**src/rtl/apb_spi_pkg.sv**
```systemverilog
// Shared definitions for the APB SPI register interface: register
// addresses, write masks, status bit positions and SPI mode encodings.
package apb_spi_pkg;

  // Register indices (PADDR[2:0])
  localparam logic [2:0] ADDR_CR1 = 3'd0;
  localparam logic [2:0] ADDR_CR2 = 3'd1;
  localparam logic [2:0] ADDR_BR  = 3'd2;
  localparam logic [2:0] ADDR_SR  = 3'd3;
  localparam logic [2:0] ADDR_DR  = 3'd4;
  localparam logic [2:0] ADDR_FSR = 3'd5;

  // Reset value and writable-bit masks
  localparam logic [7:0] CR1_RST  = 8'h04;
  // Writable CR2 bits: 7..3, 1, 0
  localparam logic [7:0] CR2_MASK = 8'hFB;
  localparam logic [7:0] BR_MASK  = 8'h77;

  // CR1 / CR2 bit positions
  localparam int unsigned CR1_SPE   = 6;
  localparam int unsigned CR2_SPIE  = 7;
  localparam int unsigned CR2_SPTIE = 6;
  localparam int unsigned CR2_ERRIE = 5;

  // SR bit positions
  localparam int unsigned SR_RXNE  = 7;
  localparam int unsigned SR_RXOVF = 6;
  localparam int unsigned SR_TXE   = 5;
  localparam int unsigned SR_TXF   = 4;
  localparam int unsigned SR_RXF   = 3;
  localparam int unsigned SR_TXOVF = 2;

  // SPI mode encodings
  typedef enum logic [1:0] {
    SPI_RUN  = 2'b00,
    SPI_WAIT = 2'b01,
    SPI_STOP = 2'b10
  } spi_mode_e;

endpackage

```
**src/rtl/spi_sync_fifo.sv**
```systemverilog
// Synchronous FIFO with a zero-latency head.
// Ports: clk, rst (sync active-high), flush (empties the FIFO),
//        push/push_data, pop, head (valid when !empty), full, empty, count.
// A push while full is accepted when a pop happens in the same cycle.
module spi_sync_fifo #(
  parameter int unsigned DATA_W     = 8,
  parameter int unsigned FIFO_DEPTH = 4,
  parameter int unsigned CNT_W      = $clog2(FIFO_DEPTH) + 1
) (
  input  logic              clk,
  input  logic              rst,
  input  logic              flush,
  input  logic              push,
  input  logic [DATA_W-1:0] push_data,
  input  logic              pop,
  output logic [DATA_W-1:0] head,
  output logic              full,
  output logic              empty,
  output logic [CNT_W-1:0]  count
);

  localparam int unsigned PTR_W = $clog2(FIFO_DEPTH);

  logic [DATA_W-1:0] mem [FIFO_DEPTH];
  logic [PTR_W-1:0]  wr_ptr;
  logic [PTR_W-1:0]  rd_ptr;
  logic              do_push_c;
  logic              do_pop_c;

  assign empty     = (count == '0);
  assign full      = (count == CNT_W'(FIFO_DEPTH));
  assign do_pop_c  = pop & ~empty;
  // The pop frees the slot first, so a full FIFO can still take a push
  assign do_push_c = push & (~full | do_pop_c);
  assign head      = mem[rd_ptr];

  // Pointer and occupancy tracking
  always_ff @(posedge clk) begin
    if (rst || flush) begin
      wr_ptr <= '0;
      rd_ptr <= '0;
      count  <= '0;
    end else begin
      if (do_push_c) wr_ptr <= wr_ptr + PTR_W'(1);
      if (do_pop_c)  rd_ptr <= rd_ptr + PTR_W'(1);
      case ({do_push_c, do_pop_c})
        2'b10:   count <= count + CNT_W'(1);
        2'b01:   count <= count - CNT_W'(1);
        default: count <= count;
      endcase
    end
  end

  // Storage array, no reset needed
  always_ff @(posedge clk) begin
    if (do_push_c && !flush && !rst) mem[wr_ptr] <= push_data;
  end

endmodule

```
**src/rtl/apb_spi_fifo_regif.sv**
```systemverilog
// APB slave register interface for the SPI master with TX/RX FIFOs.
// Ports: PCLK/PRESET (sync active-high), APB slave (PADDR, PSEL, PENABLE,
//        PWRITE, PWDATA, PRDATA, PREADY, PSLVERR), ss from the SPI core,
//        TX stream (tx_data/tx_valid/tx_ready), RX push (rx_data/rx_valid),
//        CR1/BR configuration outputs, spi_mode and spi_interrupt_request.
// Optional build macro APB_SPI_RX_WAIT_EN: a DR read on an empty RX FIFO
// stalls until a frame arrives or 16 cycles elapse; otherwise it errors
// immediately.
module apb_spi_fifo_regif
  import apb_spi_pkg::*;
#(
  parameter int unsigned DATA_W     = 8,
  parameter int unsigned ADDR_W     = 3,
  parameter int unsigned FIFO_DEPTH = 4,
  parameter int unsigned CNT_W      = $clog2(FIFO_DEPTH) + 1
) (
  input  logic              PCLK,
  input  logic              PRESET,
  input  logic [ADDR_W-1:0] PADDR,
  input  logic              PSEL,
  input  logic              PENABLE,
  input  logic              PWRITE,
  input  logic [DATA_W-1:0] PWDATA,
  output logic [DATA_W-1:0] PRDATA,
  output logic              PREADY,
  output logic              PSLVERR,
  input  logic              ss,
  output logic [DATA_W-1:0] tx_data,
  output logic              tx_valid,
  input  logic              tx_ready,
  input  logic [DATA_W-1:0] rx_data,
  input  logic              rx_valid,
  output logic              mstr,
  output logic              cpol,
  output logic              cpha,
  output logic              lsbfe,
  output logic              spiswai,
  output logic [2:0]        sppr,
  output logic [2:0]        spr,
  output logic [1:0]        spi_mode,
  output logic              spi_interrupt_request
);

  logic [7:0]        cr1_q;
  logic [7:0]        cr2_q;
  logic [7:0]        br_q;
  logic              rxovf_q;
  logic              txovf_q;
  logic              spe_d_q;
  logic              irq_q;
  spi_mode_e         mode_q;
  spi_mode_e         mode_n;

  logic [DATA_W-1:0] rx_head;
  logic              tx_full;
  logic              tx_empty;
  logic              rx_full;
  logic              rx_empty;
  logic [CNT_W-1:0]  tx_cnt;
  logic [CNT_W-1:0]  rx_cnt;

  logic [2:0]        idx_c;
  logic              access_c;
  logic              addr_ok_c;
  logic              is_dr_c;
  logic              dr_rd_acc_c;
  logic              stall_c;
  logic              pready_c;
  logic              wr_c;
  logic              dr_wr_c;
  logic              fsr_wr_c;
  logic              sr_wr_c;
  logic              tx_pop_c;
  logic              tx_push_c;
  logic              tx_ovf_c;
  logic              rx_push_c;
  logic              rx_pop_c;
  logic              rx_ovf_c;
  logic              flush_c;
  logic              spe_c;
  logic [7:0]        sr_c;
  logic [31:0]       rd_word_c;

  // Address decode and APB handshake
  assign idx_c       = PADDR[2:0];
  assign access_c    = PSEL & PENABLE & ~PRESET;
  assign addr_ok_c   = ((PADDR >> 3) == '0) && (idx_c <= ADDR_FSR);
  assign is_dr_c     = addr_ok_c & (idx_c == ADDR_DR);
  assign dr_rd_acc_c = access_c & ~PWRITE & is_dr_c;

`ifdef APB_SPI_RX_WAIT_EN
  logic [4:0] to_cnt_q;

  // Hold an empty-FIFO DR read until data arrives or the timeout expires
  assign stall_c = dr_rd_acc_c & rx_empty & (to_cnt_q != 5'd16);

  always_ff @(posedge PCLK) begin
    if (PRESET || !PSEL || pready_c) to_cnt_q <= '0;
    else if (stall_c)                to_cnt_q <= to_cnt_q + 5'd1;
  end
`else
  assign stall_c = 1'b0;
`endif

  assign pready_c = access_c & ~stall_c;
  assign wr_c     = pready_c & PWRITE & addr_ok_c;
  assign dr_wr_c  = wr_c & (idx_c == ADDR_DR);
  assign fsr_wr_c = wr_c & (idx_c == ADDR_FSR);
  assign sr_wr_c  = wr_c & (idx_c == ADDR_SR);

  // FIFO traffic; a pop in the same cycle makes room for a push
  assign tx_pop_c  = tx_valid & tx_ready;
  assign tx_ovf_c  = dr_wr_c & tx_full & ~tx_pop_c;
  assign tx_push_c = dr_wr_c & ~tx_ovf_c;
  assign rx_pop_c  = pready_c & dr_rd_acc_c & ~rx_empty;
  assign rx_push_c = rx_valid & (mode_q != SPI_STOP);
  assign rx_ovf_c  = rx_push_c & rx_full & ~rx_pop_c;

  // Flush on the edge after SPE is cleared, together with the STOP entry
  assign spe_c   = cr1_q[CR1_SPE];
  assign flush_c = spe_d_q & ~spe_c;

  assign PREADY  = pready_c;
  assign PSLVERR = pready_c & (~addr_ok_c | fsr_wr_c | tx_ovf_c |
                               (dr_rd_acc_c & rx_empty));
  assign PRDATA  = DATA_W'(rd_word_c);

  // Status register image
  always_comb begin
    sr_c           = '0;
    sr_c[SR_RXNE]  = ~rx_empty;
    sr_c[SR_RXOVF] = rxovf_q;
    sr_c[SR_TXE]   = tx_empty;
    sr_c[SR_TXF]   = tx_full;
    sr_c[SR_RXF]   = rx_full;
    sr_c[SR_TXOVF] = txovf_q;
  end

  // Read mux; error cases and idle phase return zero
  always_comb begin
    rd_word_c = '0;
    if (access_c && addr_ok_c) begin
      unique case (idx_c)
        ADDR_CR1: rd_word_c = 32'(cr1_q);
        ADDR_CR2: rd_word_c = 32'(cr2_q);
        ADDR_BR:  rd_word_c = 32'(br_q);
        ADDR_SR:  rd_word_c = 32'(sr_c);
        ADDR_DR:  if (!rx_empty) rd_word_c = 32'(rx_head);
        ADDR_FSR: rd_word_c = 32'(tx_cnt) | (32'(rx_cnt) << 8);
        default:  rd_word_c = '0;
      endcase
    end
  end

  // Control registers and sticky flags; a new set beats a W1C clear
  always_ff @(posedge PCLK) begin
    if (PRESET) begin
      cr1_q   <= CR1_RST;
      cr2_q   <= '0;
      br_q    <= '0;
      rxovf_q <= 1'b0;
      txovf_q <= 1'b0;
      spe_d_q <= 1'b0;
      irq_q   <= 1'b0;
    end else begin
      if (wr_c && idx_c == ADDR_CR1) cr1_q <= PWDATA[7:0];
      if (wr_c && idx_c == ADDR_CR2) cr2_q <= PWDATA[7:0] & CR2_MASK;
      if (wr_c && idx_c == ADDR_BR)  br_q  <= PWDATA[7:0] & BR_MASK;
      rxovf_q <= (rxovf_q & ~(sr_wr_c & PWDATA[SR_RXOVF])) | rx_ovf_c;
      txovf_q <= (txovf_q & ~(sr_wr_c & PWDATA[SR_TXOVF])) | tx_ovf_c;
      spe_d_q <= spe_c;
      irq_q   <= (cr2_q[CR2_SPIE]  & ~rx_empty) |
                 (cr2_q[CR2_SPTIE] & tx_empty)  |
                 (cr2_q[CR2_ERRIE] & (rxovf_q | txovf_q));
    end
  end

  // Mode FSM state register
  always_ff @(posedge PCLK) begin
    if (PRESET) mode_q <= SPI_STOP;
    else        mode_q <= mode_n;
  end

  // Mode FSM next state
  always_comb begin
    mode_n = mode_q;
    if (!spe_c) begin
      mode_n = SPI_STOP;
    end else begin
      unique case (mode_q)
        SPI_STOP: if (!ss) mode_n = SPI_RUN;
        SPI_RUN:  if (ss)  mode_n = SPI_WAIT;
        SPI_WAIT: if (!ss) mode_n = SPI_RUN;
        default:  mode_n = SPI_STOP;
      endcase
    end
  end

  spi_sync_fifo #(
    .DATA_W    (DATA_W),
    .FIFO_DEPTH(FIFO_DEPTH),
    .CNT_W     (CNT_W)
  ) u_tx_fifo (
    .clk      (PCLK),
    .rst      (PRESET),
    .flush    (flush_c),
    .push     (tx_push_c),
    .push_data(PWDATA),
    .pop      (tx_pop_c),
    .head     (tx_data),
    .full     (tx_full),
    .empty    (tx_empty),
    .count    (tx_cnt)
  );

  spi_sync_fifo #(
    .DATA_W    (DATA_W),
    .FIFO_DEPTH(FIFO_DEPTH),
    .CNT_W     (CNT_W)
  ) u_rx_fifo (
    .clk      (PCLK),
    .rst      (PRESET),
    .flush    (flush_c),
    .push     (rx_push_c),
    .push_data(rx_data),
    .pop      (rx_pop_c),
    .head     (rx_head),
    .full     (rx_full),
    .empty    (rx_empty),
    .count    (rx_cnt)
  );

  assign tx_valid              = ~tx_empty;
  assign mstr                  = cr1_q[4];
  assign cpol                  = cr1_q[3];
  assign cpha                  = cr1_q[2];
  assign lsbfe                 = cr1_q[1];
  assign spiswai               = cr1_q[0];
  assign sppr                  = br_q[6:4];
  assign spr                   = br_q[2:0];
  assign spi_mode              = mode_q;
  assign spi_interrupt_request = irq_q;

endmodule
```
**config.mk**
```make
export PLATFORM = sky130hd
export DESIGN_NAME = apb_spi_fifo_regif
export DESIGN_NICKNAME = d
export VERILOG_FILES = /design/src/rtl/apb_spi_pkg.sv /design/src/rtl/spi_sync_fifo.sv /design/src/rtl/apb_spi_fifo_regif.sv
export SDC_FILE = /design/constraint.sdc
export NUM_CORES = 1
export LEC_CHECK = 0
export CORE_UTILIZATION = 55
export DETAILED_ROUTE_END_ITERATION = 7
export GPL_ROUTABILITY_DRIVEN = 0
export HOLD_SLACK_MARGIN = 0.06
export PLACE_DENSITY = 0.79
export SYNTH_ARGS = -nofsm -noshare
export SYNTH_HDL_FRONTEND = slang
export SYNTH_SLANG_ARGS = --single-unit
```
**constraint.sdc**
```tcl
create_clock -name PCLK -period 2.9 [get_ports PCLK]
set_input_delay 0.435 -clock PCLK [delete_from_list [all_inputs] [get_ports PCLK]]
set_output_delay 0.435 -clock PCLK [all_outputs]
set_load 0.05 [all_outputs]
```
==> flow_summary.toml <==
[outcome]
outcome = "completed"

[detailed_routing]
drc_errors = 0
wl_met3_um = 376
via_count = 2979
wl_per_cell_um = 17.3
avgViaCountPerCell = 5.61
firstDrtPassIters = 4
drt_iter0_markers = 196
dr_wl_met2_um = 4750
ant_nets = 0
wl_um = 9180
top_layer_used = "met4"
wl_met1_um = 3890

[logic_synthesis]
synthMuxAreaShare_pct = 14.9
synthSimpleGateAreaFrac_pct = 11.0
synth.most_common_cell = "edfxtp_1"
synthArstFlopShare_pct = 0
ys.flop_type = "edfxtp_1"
ys_warn_count = 0
synth_edf_count = 64
synth_area_per_cell_um2 = 13.4
synth_seq_area_share_pct = 59.1
syn_nets = 399
synth_compound_area_share_pct = 5.45
synth_seq_cells = 109
syn_area_um2 = 4780
synthTopCellsByArea = "edfxtp_1 (40%), dfxtp_1 (19%), mux4_2 (9.0%)"
yosys.area_share.adder_pct = 4.24
synth_top_family_by_area = "multiplexers"
synth.cells.most_frequent = "edfxtp_1 (64), nor2_1 (54), dfxtp_1 (45)"
yosys.area.top_type = "edfxtp_1"
yosysUniqueCellTypes = 48
synthXorXnorAreaFrac_pct = 2.02
synth_top_area_share_pct = 40.2
syn_inst = 357

[cells_and_area]
multiInputGateArea_um2 = 1800
nets = 463
ff_latch_area_um2 = 2820
syn_to_final_growth_pct = 21.5
fin_cells = 531
fill_cells = 582
final_cell_area_um2 = 5800
utilization_pct = 69.9
diodes = 0
drive_gt1_share_pct = 15.7

[worst_setup_path]
r2r_start = "spi_mode[0]"
cp.required_ns = 2.47
timing.rr.end = "u_rx_fifo.mem[1][7]"
reg2reg_slack_ns = 0.66
crit_path_end = "tx_data[6]"
crit_chain = "mux4_2 -> clkdlybuf4s50_1"
max_stage_delay_ns = 0.71
crit_path_start_kind = "flip-flop"
critPathMaxFanout = 8
worst-path-stages = 2
critPathTopFamily = "buffers and inverters"
path_buf_inv = 1
crit_slowest_cell = "clkdlybuf4s50_1"
path_class = "reg2out"
cp-end-kind = "output port"
reg2reg_depth = 5
critPathArrivalTime_ns = 2.32

[worst_hold_path]
hp-class = "reg2reg"

[timing]
rsz0062_at_grt = "no"
whs_ns = 0.506
finalHoldViolations = 0
fmax_ghz = 0.363
fin_setup_tns_ns = 0
worst_slew_pin_slew_ns = 0.690
min_period_ns = 2.76
finalSetupViolCount = 0
finalCritPeriodShare_pct = 95.1
skew_ns = 0.0120
finalWorstSetupSlack_ns = 0.142
slew_headroom_pct = 53.6
slew_violations = 0

[clock_network]
cts.sink_count = 109
cts_tree = "built"
htree_levels = 3
clockRootBuffer = "clkbuf_8"
cts_hold_buf = 0
insertion_delay_ns = 0.37
cts_buffer_depth = 2
post_cts_buffers = 0
cts_buffers = 9
postCtsResizedCells = 0
clkTransAtPathRegs_ns = 0.10

[floorplan]
die_x_um = 95.2
io_pins = 60
initial_utilization_pct = 57.5
die_height_um = 95.2
dieArea_um2 = 9060
num_rows = 33
core_area_um2 = 8300

[placement]
portBuffers = 59
place_ws_ns = 0.0455
dpl.hpwl_um = 6940
post-place-cells = 515
place_area_um2 = 5600

[power]
peakVddDrop_uv = 389
power_leakage_nw = 2.01
finalPower_mw = 2.67
power_density_nw_per_um2 = 460

[global_routing]
grt_start_max_net_pins = 30
grt-ovfl-total = 0
first_global_vias = 2981
antenna_found_initial = 0
track_usage_pct = 22.3
grt_pass1_wl_um = 14900

[job]
drv_cap = 0
[worst min path at each step]
stage / to / slack [ns] / start / cells past startpoint
after floorplan: txovf_q / 0.45 / txovf_q / 2
after global placement: cr2_q[4] / 0.47 / cr2_q[4] / 2
after detailed placement: cr2_q[0] / 0.49 / cr2_q[0] / 2
after CTS: cr1_q[5] / 0.51 / cr1_q[5] / 2
after global routing: txovf_q / 0.55 / txovf_q / 2
final: cr2_q[0] / 0.51 / cr2_q[0] / 2
[worst reg2reg max path, stage by stage (launching register included)]
cell and delay, ns:
dfxtp_1 0.37, inv_1 0.09, ha_1 0.20, nor2b_1 0.47
and2_1 0.34, and3_1 0.43
[area by class of cell]
type | count | area share (%)
sequential | 109 | 48.7
multi-input combinational | 212 | 30.9
timing repair buffer | 72 | 13.6
clock buffer | 10 | 2.57
tap | 105 | 2.26
inverter | 17 | 1.10
clock inverter | 6 | 0.884
[where the power goes]
group / switching, mW / internal (mW) / total, mW
Combinational: 0.0768 / 0.0625 / 0.139
Clock: 0.517 / 0.375 / 0.892
Sequential: 0.00219 / 1.64 / 1.64
Total: 0.596 / 2.07 / 2.67
[logic make-up after synthesis]
group                      count (synthesis)
AOI/OAI and AO/OA                         38
adders and majority gates                 15
buffers and inverters                     36
xor gates and xnor gates                  11
DFF                                      109
muxes                                     47
and+or+nand+nor                          101
[layout by cell type, fill, tap and decap left out, types with 4 or more instances in the layout]
cell type / count
clkbuf_8: 9
and3_1: 4
a31oi_1: 4
xor2_1: 5
nand3_1: 7
and2_1: 6
nor2_1: 54
clkdlybuf4s50_1: 49
nand2_1: 10
nor3_1: 4
buf_4: 13
edfxtp_1: 64
dfxtp_1: 45
xnor2_1: 6
buf_12: 10
mux2i_1: 26
a21oi_1: 15
ha_1: 13
mux4_2: 19
inv_1: 17
[flip-flops by register name (all words and copies together) (netlist names), 2 cells and up, named ones only]
name,flops
cr2_q,7
u_rx_fifo.rd_ptr,2
u_tx_fifo.rd_ptr,2
u_tx_fifo.count,3
u_rx_fifo.count,3
br_q,6
u_tx_fifo.mem,32
u_rx_fifo.mem,32
u_tx_fifo.wr_ptr,2
spi_mode,2
cr1_q,8
u_rx_fifo.wr_ptr,2
[per-layer routing]
metal | up-vias | track usage, %
met4 | 0 | 9.34
li1 | 1428 | -
met2 | 67 | 37.8
met5 | - | 0
met1 | 1470 | 27.5
met3 | 14 | 4.70
Power figures use the tool's default switching activity.
